==> config.mk <==
export PLATFORM = sky130hd
export DESIGN_NAME = nrs_seq_server
export DESIGN_NICKNAME = d
export VERILOG_FILES = /design/src/rtl/nrs_seq_server.sv
export SDC_FILE = /design/constraint.sdc
export NUM_CORES = 1
export LEC_CHECK = 0
export CELL_PAD_IN_SITES_DETAIL_PLACEMENT = 1
export CELL_PAD_IN_SITES_GLOBAL_PLACEMENT = 1
export CORE_MARGIN = 3
export CORE_UTILIZATION = 50
export CTS_CLUSTER_SIZE = 24
export DETAILED_ROUTE_END_ITERATION = 8
export GPL_TIMING_DRIVEN = 1
export HOLD_SLACK_MARGIN = 0.05
export PLACE_DENSITY = 0.79
export SYNTH_ARGS = -nofsm -noshare
export SYNTH_HDL_FRONTEND = slang
export SYNTH_SLANG_ARGS = --single-unit
==> constraint.sdc <==
create_clock -name clk -period 8.6 [get_ports clk]
set_input_delay 1.72 -clock clk [delete_from_list [all_inputs] [get_ports clk]]
set_output_delay 1.72 -clock clk [all_outputs]
set_load 0.05 [all_outputs]
==> src/rtl/nrs_seq_server.sv <==
// NRS sequence server: packs the serial Gold bit stream into QPSK {r,i} pairs, banks them
// in four symbol groups and serves the estimator. Optional status ports: NRS_SEQ_STATUS_EN.
module nrs_seq_server #(
    parameter int NRS_ADDR  = 4,
    parameter int GRP_SHIFT = 2
) (
    input  logic                clk,
    input  logic                rst,
    input  logic                frame_start,
    input  logic                gen_bit,
    input  logic                gen_valid,
    output logic                gen_ready,
    input  logic [1:0]          nrs_index_addr,
    input  logic [NRS_ADDR-1:0] rd_addr_nrs,
    input  logic                est_ack_nrs,
    output logic                nrs_r,
    output logic                nrs_i,
`ifdef NRS_SEQ_STATUS_EN
    output logic [3:0]          grp_loaded,
    output logic                nrs_overrun,
`endif
    output logic                NRS_gen_ready
);

    localparam int DEPTH = 1 << NRS_ADDR;
    localparam int NGRP  = 1 << GRP_SHIFT;
    localparam int GRP_W = NRS_ADDR - GRP_SHIFT;

    typedef enum logic [1:0] {
        ST_IDLE = 2'd0,
        ST_FILL = 2'd1,
        ST_FULL = 2'd2
    } state_t;

    state_t                 r_state;
    state_t                 w_state_next;
    logic [1:0]             r_buf [DEPTH];
    logic [NGRP-1:0]        r_loaded;
    logic [NGRP-1:0]        w_loaded_next;
    logic [NGRP-1:0]        w_set;
    logic [NGRP-1:0]        w_clr;
    logic [NRS_ADDR:0]      r_wr_cnt;
    logic [NRS_ADDR:0]      w_wr_cnt_next;
    logic                   r_bit_phase;
    logic                   r_even_bit;
    logic [GRP_SHIFT-1:0]   w_wg;
    logic                   w_done;
    logic                   w_gen_ready;
    logic                   w_xfer;
    logic                   w_pair_wr;
    logic                   w_grp_done;
    logic                   w_ack_hit;

    // The extra counter MSB marks a complete subframe; the pointer never wraps on its own.
    assign w_wg     = r_wr_cnt[NRS_ADDR-1 -: GRP_SHIFT];
    assign w_done   = r_wr_cnt[NRS_ADDR];

    // Holding off during frame_start keeps the generator's bit for the new subframe.
    assign w_gen_ready = (r_state == ST_FILL) & ~w_done & ~r_loaded[w_wg] & ~frame_start;
    assign w_xfer      = gen_valid & w_gen_ready;
    assign w_pair_wr   = w_xfer & r_bit_phase;
    assign w_grp_done  = w_pair_wr & (&r_wr_cnt[GRP_W-1:0]);
    assign w_ack_hit   = est_ack_nrs & r_loaded[nrs_index_addr];

    generate
        for (genvar gi = 0; gi < NGRP; gi++) begin : g_grp
            assign w_set[gi]         = w_grp_done & (w_wg == GRP_SHIFT'(gi));
            assign w_clr[gi]         = w_ack_hit & (nrs_index_addr == 2'(gi));
            assign w_loaded_next[gi] = ~frame_start & ((r_loaded[gi] & ~w_clr[gi]) | w_set[gi]);
        end
    endgenerate

    assign w_wr_cnt_next = frame_start ? '0 : r_wr_cnt + (NRS_ADDR+1)'(w_pair_wr);

    always_comb begin
        w_state_next = r_state;
        case (r_state)
            ST_IDLE: begin
                if (frame_start)
                    w_state_next = ST_FILL;
            end
            ST_FILL: begin
                if (frame_start)
                    w_state_next = ST_FILL;
                else if (&w_loaded_next)
                    w_state_next = ST_FULL;
                else if (w_wr_cnt_next[NRS_ADDR] && (w_loaded_next == '0))
                    w_state_next = ST_IDLE;
            end
            ST_FULL: begin
                if (frame_start)
                    w_state_next = ST_FILL;
                else if (w_wr_cnt_next[NRS_ADDR] && (w_loaded_next == '0))
                    w_state_next = ST_IDLE;
                else if (!w_wr_cnt_next[NRS_ADDR] && !(&w_loaded_next))
                    w_state_next = ST_FILL;
            end
            default: w_state_next = ST_IDLE;
        endcase
    end

    always_ff @(posedge clk or negedge rst) begin
        if (!rst) begin
            r_state     <= ST_IDLE;
            r_loaded    <= '0;
            r_wr_cnt    <= '0;
            r_bit_phase <= 1'b0;
            r_even_bit  <= 1'b0;
        end else begin
            r_state  <= w_state_next;
            r_loaded <= w_loaded_next;
            r_wr_cnt <= w_wr_cnt_next;
            if (frame_start)
                r_bit_phase <= 1'b0;
            else if (w_xfer)
                r_bit_phase <= ~r_bit_phase;
            if (w_xfer && !r_bit_phase)
                r_even_bit <= gen_bit;
        end
    end

    always_ff @(posedge clk or negedge rst) begin
        if (!rst) begin
            for (int k = 0; k < DEPTH; k++)
                r_buf[k] <= 2'b00;
        end else if (w_pair_wr) begin
            r_buf[r_wr_cnt[NRS_ADDR-1:0]] <= {r_even_bit, gen_bit};
        end
    end

    assign gen_ready     = w_gen_ready;
    assign nrs_r         = r_buf[rd_addr_nrs][1];
    assign nrs_i         = r_buf[rd_addr_nrs][0];
    assign NRS_gen_ready = r_loaded[nrs_index_addr];

`ifdef NRS_SEQ_STATUS_EN
    logic r_overrun;

    // Sticky until the next subframe so a late or stray ack is visible to software.
    always_ff @(posedge clk or negedge rst) begin
        if (!rst)
            r_overrun <= 1'b0;
        else if (frame_start)
            r_overrun <= 1'b0;
        else if (est_ack_nrs && !r_loaded[nrs_index_addr])
            r_overrun <= 1'b1;
    end

    assign grp_loaded  = r_loaded;
    assign nrs_overrun = r_overrun;
`endif

endmodule

==> flow_summary.ini <==
[yosys]
synth_edf_count = 0
synthDistinctLibCells = 39
synth_top_area_cell = dfrtp_1
synth_async_sr_flop_share_pct = 100
synth_area_leaders = dfrtp_1 49%, mux2_2 16%, mux4_2 12%
synthSimpleGateAreaFrac_pct = 16.1
netlist_instances = 176
synth_top_area_share_pct = 48.6
synth_compound_area_share_pct = 3.40
synth.mux.area_fraction_pct = 27.7
ys_seq_area_share_pct = 48.6
syn_avg_cell_area_sq_um = 13.2
synth_top_family_by_area = multiplexers
syn-cell-area_sq_mm = 0.00232
synthXorXnorAreaFrac_pct = 1.51
synth_fa_ha_area_share_pct = 1.08
yosys_warnings = 0
syn_nets = 190
synthFlopType = dfrtp_1
yosys_register_bits = 45

[global_routing]
grt_pass1_wl_mm = 8.77
grt_max_degree = 46
antenna_found_initial = 0
grt_overflow = 0
grt_pass1_vias = 1669
grt_util_all_layers_pct = 22.2

[floorplanning]
fp.dieArea_sq_mm = 0.00549
rows = 24
ioPinCount = 16
core_region_area_sq_mm = 0.00441
die_w_um = 74.1
start_util_pct = 52.5
die_h_um = 74.1

[critical_path]
startpoint_type = input pin
crit_fanout = 8
crit_arrival_ps = 4290
required_ps = 6880
criticalPathCategory = in2out
end_kind = output port

[final_layout]
register_area_sq_mm = 0.00113
nets = 204
drive_gt1_share_pct = 31.1
multi_input_comb_area_sq_mm = 0.00115
diodes = 0
areaGrowthSynthToFinish_pct = 12.2
final_area_sq_mm = 0.00260
fill_cells = 451

[cts]
clk-insertion-delay-late_ps = 290
clk_pin_slew_ps = 80
cts_max_level = 2
root_buffer = clkbuf_8
cts_made_buffers = 5
clk_path_buf_depth = 2
cts_tree = done
ctsHoldBuffers = 0
post-cts-setup-buffers = 0
clock-sinks = 45
ctsResizeCount = 0

[timing]
fmax_ghz = 0.166
min_period_ps = 6010
slew_viol_final = 0
fin_skew_ps = 4.10
finalHoldViolations = 0
maxSlewHeadroom_pct = 35.4
period_share_pct = 69.9
tns_ps = 0
final-setup-viol-count = 0
rsz0062_at_grt = false
tightestPinTransition_ps = 969

[route]
via_per_inst = 6.17
via_count = 1494
postRouteAntennaNets = 0
drc = 0
wl_per_cell_um = 22.1
dr.pass1.iters = 4
drtIter0Drc = 59
routed_wl_mm = 5.34

[placement]
place_area_sq_mm = 0.00250
dp_hpwl_mm = 3.94
portBuffers = 15
globalplace.congestion = 0.835

[power]
ir_worst_vdd_mv = 0.0786
leakage_uw = 0.00117
powerDensity_mw_per_mm2 = 158

[hold_path]
hp-class = reg2reg

[run_status]
status = complete, no violations

[job]
cap_violations = 0
-- worst max-delay path, stage by stage --
cell	delay, ps
clkdlybuf4s50_1	790
mux4_2	580
mux4_2	480
clkdlybuf4s50_1	710
-- synthesized netlist by cell type (all sizes together), types with 2 or more instances --
cell and count:
nor2b 6, o21ai 2, nand4b 2, clkbuf 7
nand3 6, xor2 3, a21oi 2, and3 2
nor2 10, mux2 33, nor3b 3, nand2 12
mux4 12, ha 2, inv 2, dfrtp 45
nand2b 5, nor3 5
-- cell usage in the layout, fill, tap and decap left out, types with 2 or more instances in the layout --
master            n
inv_1             2
nand2b_1          5
xor2_1            3
and3_1            2
nor2_1           10
clkbuf_8          5
nor2b_1           6
o21ai_0           2
a21oi_1           2
ha_1              2
nand2_1          12
mux2_2           32
mux4_2           12
clkdlybuf4s50_1  14
nand3_1           6
nor3_1            4
dfrtp_1          45
nor3b_2           2
-- area by class of cell --
class / instances / area share [%]
multi-input combinational: 121 / 44.3
clock buffer: 5 / 2.65
tap: 52 / 2.50
inverter: 2 / 0.289
timing repair buffer: 15 / 5.58
sequential: 45 / 43.3
clock inverter: 2 / 1.35
-- power breakdown --
group / leakage, uW / switching, uW / internal [uW] / total (uW)
logic: 0.000501 / 16.1 / 15.6 / 31.7
registers: 0.000617 / 9.24 / 217 / 226
clock network: 0.0000540 / 68.2 / 84.4 / 153
total: 0.00117 / 93.5 / 317 / 411
-- cell families after synthesis --
family | after synthesis
AND/OR/NAND/NOR | 59
buffers and inverters | 10
flip-flops | 45
adder cells (fa/ha/maj) | 2
XOR/XNOR | 4
multiplexers | 45
AO/OA/AOI/OAI | 11
-- registers in the layout (all words and copies together), names as in the netlist --
name,cells
r_wr_cnt,5
r_loaded,4
r_buf,32
r_even_bit,1
r_state,2
r_bit_phase,1
-- final timing paths --
check	from	end	slack, ps	cells past startpoint
setup / recovery	rd_addr_nrs[0]	nrs_r	2590	4
min in group asynchronous	rst	r_wr_cnt[1]	1570	1
hold / removal	r_buf[11]	r_buf[11]	510	1
max in group asynchronous	rst	r_buf[16]	6430	1
setup reg to reg	r_wr_cnt[2]	r_state[0]	5160	10
hold reg to reg	r_buf[11]	r_buf[11]	510	1
-- metrics by stage --
stage                     total power [uW]  cells  hold slack, ps  setup slack, ps  util [%]
after floorplan                        244    176             453             3560         -
after global placement                 260    235             502             2650      56.6
after detailed placement               263    235             503             2540      56.6
after CTS                              417    242             521             2550      58.9
after global routing                   428    242             535             2460      58.9
final                                  411    242             515             2590      58.9
-- per-layer routing --
metal / routed length [um] / global-route usage, % / part of all wire (%)
met5: 0 / 0 / 0
met2: 2750 / 37.4 / 51
met4: 97 / 7.04 / 1.8
met1: 2310 / 28.5 / 43
met3: 183 / 5.14 / 3.4
(Power assumes the default switching activity.)
